==> src/rtl/keyboard_tx_pkg.sv <==
// Shared PS/2 definitions: host transmitter state encoding, command bytes and
// the clock-filter depth used by both the transmitter and the receiver.
package keyboard_tx_pkg;

  typedef enum logic [2:0] {
    ST_IDLE,
    ST_INHIBIT,
    ST_RTS,
    ST_BITS,
    ST_ACK,
    ST_WAIT
  } tx_state_e;

  localparam logic [7:0] PS2_CMD_SET_LEDS = 8'hED;
  localparam logic [7:0] PS2_CMD_ENABLE   = 8'hF4;
  localparam logic [7:0] PS2_CMD_RESET    = 8'hFF;
  localparam logic [7:0] PS2_RSP_ACK      = 8'hFA;

  localparam int unsigned FILTER_TAPS = 8;

  function automatic logic odd_parity(input logic [7:0] b);
    return ~^b;
  endfunction

endpackage

==> src/rtl/ps2_clock_filter.sv <==
// PS/2 clock deglitcher: the level changes only once all taps agree; fe marks
// a filtered 1->0 change and stays up for one ce tick.
module ps2_clock_filter
  import keyboard_tx_pkg::*;
(
  input  logic clock,
  input  logic reset,
  input  logic ce,
  input  logic ps2_clk,
  output logic level,
  output logic fe
);

  logic [FILTER_TAPS-1:0] taps_q, taps_d;
  logic                   level_q, level_d;
  logic                   fe_q, fe_d;

  always_comb begin
    taps_d  = taps_q;
    level_d = level_q;
    fe_d    = fe_q;
    if (ce) begin
      taps_d = {taps_q[FILTER_TAPS-2:0], ps2_clk};
      if (&taps_d) begin
        level_d = 1'b1;
      end else if (~|taps_d) begin
        level_d = 1'b0;
      end
      fe_d = level_q & ~level_d;
    end
  end

  always_ff @(posedge clock) begin
    if (reset) begin
      taps_q  <= '1;
      level_q <= 1'b1;
      fe_q    <= 1'b0;
    end else begin
      taps_q  <= taps_d;
      level_q <= level_d;
      fe_q    <= fe_d;
    end
  end

  assign level = level_q;
  assign fe    = fe_q;

endmodule

==> src/rtl/keyboard_tx.sv <==
// PS/2 host-to-device transmitter: inhibit, request-to-send, 8 data bits,
// odd parity, stop, then device acknowledge, all through open-drain enables.
module keyboard_tx
  import keyboard_tx_pkg::*;
#(
  parameter int unsigned INHIBIT = 1400,
  parameter int unsigned TIMEOUT = 16383
) (
  input  logic       clock,
  input  logic       reset,
  input  logic       ce,
  input  logic [1:0] ps2,
  output logic       ps2co,
  output logic       ps2do,
  input  logic       start,
  input  logic [7:0] di,
  output logic       busy,
  output logic       done,
  output logic       error
);

  localparam int unsigned TMAX = (INHIBIT > TIMEOUT) ? INHIBIT : TIMEOUT;
  localparam int          TW   = $clog2(TMAX + 1);
  localparam logic [TW-1:0] INH_LAST = TW'(INHIBIT - 1);
  localparam logic [TW-1:0] TMO_VAL  = TW'(TIMEOUT);

  tx_state_e     state_q, state_d;
  logic [TW-1:0] timer_q, timer_d;
  logic [3:0]    idx_q, idx_d;
  logic [7:0]    byte_q, byte_d;
  logic          parity_q, parity_d;
  logic          co_q, co_d;
  logic          do_q, do_d;
  logic          done_q, done_d;
  logic          error_q, error_d;
  logic          data_q, data_d;
  logic          clk_level, clk_fe;

  ps2_clock_filter u_filter (
    .clock   (clock),
    .reset   (reset),
    .ce      (ce),
    .ps2_clk (ps2[0]),
    .level   (clk_level),
    .fe      (clk_fe)
  );

  always_comb begin
    state_d  = state_q;
    timer_d  = timer_q;
    idx_d    = idx_q;
    byte_d   = byte_q;
    parity_d = parity_q;
    co_d     = co_q;
    do_d     = do_q;
    done_d   = 1'b0;
    error_d  = 1'b0;
    data_d   = ce ? ps2[1] : data_q;

    unique case (state_q)
      ST_IDLE: begin
        co_d = 1'b0;
        do_d = 1'b0;
        if (start) begin
          byte_d   = di;
          parity_d = odd_parity(di);
          timer_d  = '0;
          co_d     = 1'b1;
          state_d  = ST_INHIBIT;
        end
      end

      ST_INHIBIT: begin
        if (ce) begin
          if (timer_q == INH_LAST) begin
            timer_d = '0;
            co_d    = 1'b0;
            do_d    = 1'b1;
            state_d = ST_RTS;
          end else begin
            timer_d = timer_q + 1'b1;
          end
        end
      end

      default: begin
        // A clock edge or the WAIT release wins over a coincident timeout.
        if (ce) begin
          if (clk_fe) begin
            timer_d = '0;
            unique case (state_q)
              ST_RTS: begin
                idx_d   = '0;
                do_d    = ~byte_q[0];
                state_d = ST_BITS;
              end
              ST_BITS: begin
                idx_d = idx_q + 4'd1;
                if (idx_d == 4'd9) begin
                  do_d    = 1'b0;
                  state_d = ST_ACK;
                end else if (idx_d == 4'd8) begin
                  do_d = ~parity_q;
                end else begin
                  do_d = ~byte_q[idx_d[2:0]];
                end
              end
              ST_ACK: begin
                if (data_q) begin
                  error_d = 1'b1;
                  state_d = ST_IDLE;
                end else begin
                  state_d = ST_WAIT;
                end
              end
              default: ;
            endcase
          end else if (state_q == ST_WAIT && clk_level && data_q) begin
            done_d  = 1'b1;
            state_d = ST_IDLE;
          end else if (timer_q + 1'b1 == TMO_VAL) begin
            error_d = 1'b1;
            co_d    = 1'b0;
            do_d    = 1'b0;
            state_d = ST_IDLE;
          end else begin
            timer_d = timer_q + 1'b1;
          end
        end
      end
    endcase
  end

  always_ff @(posedge clock) begin
    if (reset) begin
      state_q  <= ST_IDLE;
      timer_q  <= '0;
      idx_q    <= '0;
      byte_q   <= '0;
      parity_q <= 1'b0;
      co_q     <= 1'b0;
      do_q     <= 1'b0;
      done_q   <= 1'b0;
      error_q  <= 1'b0;
      data_q   <= 1'b1;
    end else begin
      state_q  <= state_d;
      timer_q  <= timer_d;
      idx_q    <= idx_d;
      byte_q   <= byte_d;
      parity_q <= parity_d;
      co_q     <= co_d;
      do_q     <= do_d;
      done_q   <= done_d;
      error_q  <= error_d;
      data_q   <= data_d;
    end
  end

  assign ps2co = co_q;
  assign ps2do = do_q;
  assign busy  = (state_q != ST_IDLE);
  assign done  = done_q;
  assign error = error_q;

endmodule

==> config.mk <==
export PLATFORM = sky130hd
export DESIGN_NAME = keyboard_tx
export DESIGN_NICKNAME = d
export VERILOG_FILES = /design/src/rtl/keyboard_tx_pkg.sv /design/src/rtl/ps2_clock_filter.sv /design/src/rtl/keyboard_tx.sv
export SDC_FILE = /design/constraint.sdc
export NUM_CORES = 1
export LEC_CHECK = 0
export CAP_MARGIN = 30
export CORE_MARGIN = 2
export CORE_UTILIZATION = 34
export DETAILED_ROUTE_END_ITERATION = 7
export PLACE_DENSITY = 0.54
export RECOVER_POWER = 100
export SYNTH_ARGS = -nofsm -noshare
export SYNTH_HDL_FRONTEND = slang
export SYNTH_SLANG_ARGS = --single-unit
==> constraint.sdc <==
create_clock -name clock -period 6.7 [get_ports clock]
set_clock_uncertainty 0.05 [all_clocks]
set_input_delay 1.675 -clock clock [delete_from_list [all_inputs] [get_ports clock]]
set_output_delay 1.675 -clock clock [all_outputs]
set_load 0.01 [all_outputs]
==> metrics.txt <==
status=finished, violations left; failing checks=max-capacitance violations, max-slew violations; Sink Count=44; dpl cells=433; Synth Register Bits=44; detailed placement HPWL=4.33 mm; FF-to-FF path depth=8; post-place setup slack=between 2000 and 2500 ps; I/O Pins=19; sequential share of the synthesized area=around a third; RSZ-0062 raised after global routing=no; initial antenna violation count=0; hold_buf cts=0; WL/cell=14.1 µm; Die Ht=just over 90 µm; Fin Setup TNS=0 ps; Post-Syn Instances=roughly 330; post-synth design cell area=2620 µm²; required time worst endpoint=6870 ps; DRC viols=0; Tmin final=4220 ps; share of layout cells above drive strength 1=around 5.3%; vias per cell=~5.5; gr usage total=between 10% and 20%; H-tree depth=2; final count of hold timing violations=0; antenna viol nets, final=0; Synth Warn #=0; die footprint=about 8400 µm²; setup violators final=0; critical path cell sequence=dlygate4sd3_1 > inv_1 > o21ai_0 > o21ai_0 > clkbuf_1 > a21o_2 > or4_1 > a21oi_1; final wirelength=around 6.2 mm; hold crit path type=reg2reg; reg2reg end=timer_q[3]; Slew headroom=-34.6%; period utilization=63.0%; final setup margin=approximately 2500 ps; antenna cell count=0; pin count of the biggest net entering global routing=47; LEAKAGE=roughly 0.001 µW; leading cell type in the layout, fill and taps excluded=dfxtp_1; Resize count post-CTS=0; Slew @ Worst Pin=just over 2000 ps; routed vias=between 2000 and 2500; first-pass GRT wire length=around 11 mm; Post-synth ARST share=0%; Port Buffers=18; crit path launch type=input port; vias in the first global route=2250; Initial Util=35.5%; GP Congestion=between 0.8 and 0.9; non-filler instance count after layout=440; Avg Cell Area, Syn=between 7 and 8 µm²; max-cap check violation count=1; peak supply drop=~0.00014 V; Synth cell types=between 50 and 60; Layout area overhead=11.8%; CTS tree=done; worst r2r src=state_q[0]; Critical path origin=ce; Num CTS Buffers=5; Clock Tree Root=clkbuf_8; worst skew pair latency=slightly above 300 ps; number of synthesized flops with an enable pin=0; Overflow after GRT=0; Fmax achieved=between 200 and 250 MHz; crit-path max cell delay=roughly 840 ps; max-slew violations=47; maximum fanout along the worst path=16; chip width=just over 90 µm; Reg clk slew, reported paths=around 90 ps; CP Capture Type=flop; WS Path Type=in2reg; drt pass-1 iters=4; leading cell types in the layout, fill and taps excluded=44 x dfxtp_1, 41 x nand2_1, 34 x a21oi_1; total power=about 730 µW; most used cell, CP=o21ai_0; DR iter-0 viols=between 100 and 150; data arrival time of the critical path=~4400 ps; row cnt=31; CORE AREA=~7400 µm²; PwrDens=~250 nW/µm²; Max Buffers Root-to-Sink=2; Setup Buffers After CTS=0; filler instances=between 700 and 800; fin nets=360; Mapped Nets=352; CP max-delay cell=dlygate4sd3_1; Critical Path Sink=timer_q[3]; reg2reg setup slack=approximately 3600 ps; Most used DFF post-synth=dfxtp_1
==> registers in the layout, summed over array words and instances (netlist names) <==
name and cells:
timer_q 14, byte_q 8, u_filter.taps_q 7, idx_q 4, state_q 3, data_q 1
done 1, error 1, parity_q 1, ps2co 1, ps2do 1, u_filter.fe 1
u_filter.level 1
==> metal layers <==
| layer | track usage (%) | wire [µm] | vias up |
|---|---|---|---|
| met5 | 0 | 0 | - |
| met1 | 21.9 | 3110 | 1109 |
| li1 | - | - | 1231 |
| met2 | 23.9 | 2740 | 55 |
| met4 | 5.22 | 89 | 0 |
| met3 | 2.88 | 255 | 8 |
==> power breakdown <==
group	internal (µW)	switching [µW]
Sequential	285	31.3
Combinational	95.4	154
Clock	70.7	93.9
Total	451	279
==> cells in the mapped netlist, types with 5 or more instances <==
cell | n | area, µm²
dfxtp_1 | 44 | 881
nand2_1 | 41 | 154
a21oi_1 | 34 | 170
nor2_1 | 30 | 113
o21ai_0 | 16 | 80.1
clkbuf_1 | 13 | 48.8
inv_1 | 9 | 33.8
nand3_1 | 9 | 45.0
xnor2_1 | 9 | 78.8
a211o_1 | 7 | 61.3
and2_1 | 7 | 43.8
nand2b_1 | 6 | 37.5
nand4_1 | 6 | 37.5
nor2b_1 | 6 | 37.5
or3_1 | 6 | 37.5
a21o_1 | 5 | 37.5
ha_1 | 5 | 62.6
nor3_1 | 5 | 25.0
nor4_1 | 5 | 31.3
==> per-stage QoR <==
stage	hold slack [ps]	cell area, µm²	utilization [%]
finish	406	2920	39.7
global route	439	2920	39.7
CTS	410	2940	39.8
detailed placement	399	2850	38.7
global placement	391	2850	38.7
floorplan	377	2620	-
==> cell type report <==
class / instances / area [µm²] / share of cell area, %
Inverter: 9 / 33.8 / 1.16
Multi-Input combinational cell: 261 / 1620 / 55.3
Clock inverter: 2 / 12.5 / 0.428
Clock buffer: 5 / 68.8 / 2.35
Timing Repair Buffer: 20 / 188 / 6.42
Sequential cell: 44 / 881 / 30.1
Tap cell: 99 / 124 / 4.24
==> worst max-delay path: cells and delay by family <==
kind                   cells  cell delay [ps]
and+or+nand+nor            1              460
AOI/OAI and AO/OA          4              840
buffers and inverters      3             1400
==> worst min path at each step <==
stage | startpoint | to | depth (start not counted)
after floorplan | parity_q | parity_q | 2
after global placement | parity_q | parity_q | 2
after detailed placement | parity_q | parity_q | 2
after CTS | parity_q | parity_q | 2
after global routing | byte_q[3] | byte_q[3] | 2
final | parity_q | parity_q | 2
==> cell families (layout without fill, tap and decap cells) <==
family,after synthesis,after routing,synth area share [%]
fa+ha+maj,5,5,2.39
flops,44,44,33.7
simple gates,147,147,30.1
compound gates,95,95,23.5
xor+xnor,9,9,3.01
buf+inv,28,36,4.35
mux,5,5,2.87
No activity file was read; power rests on OpenSTA's default activity.
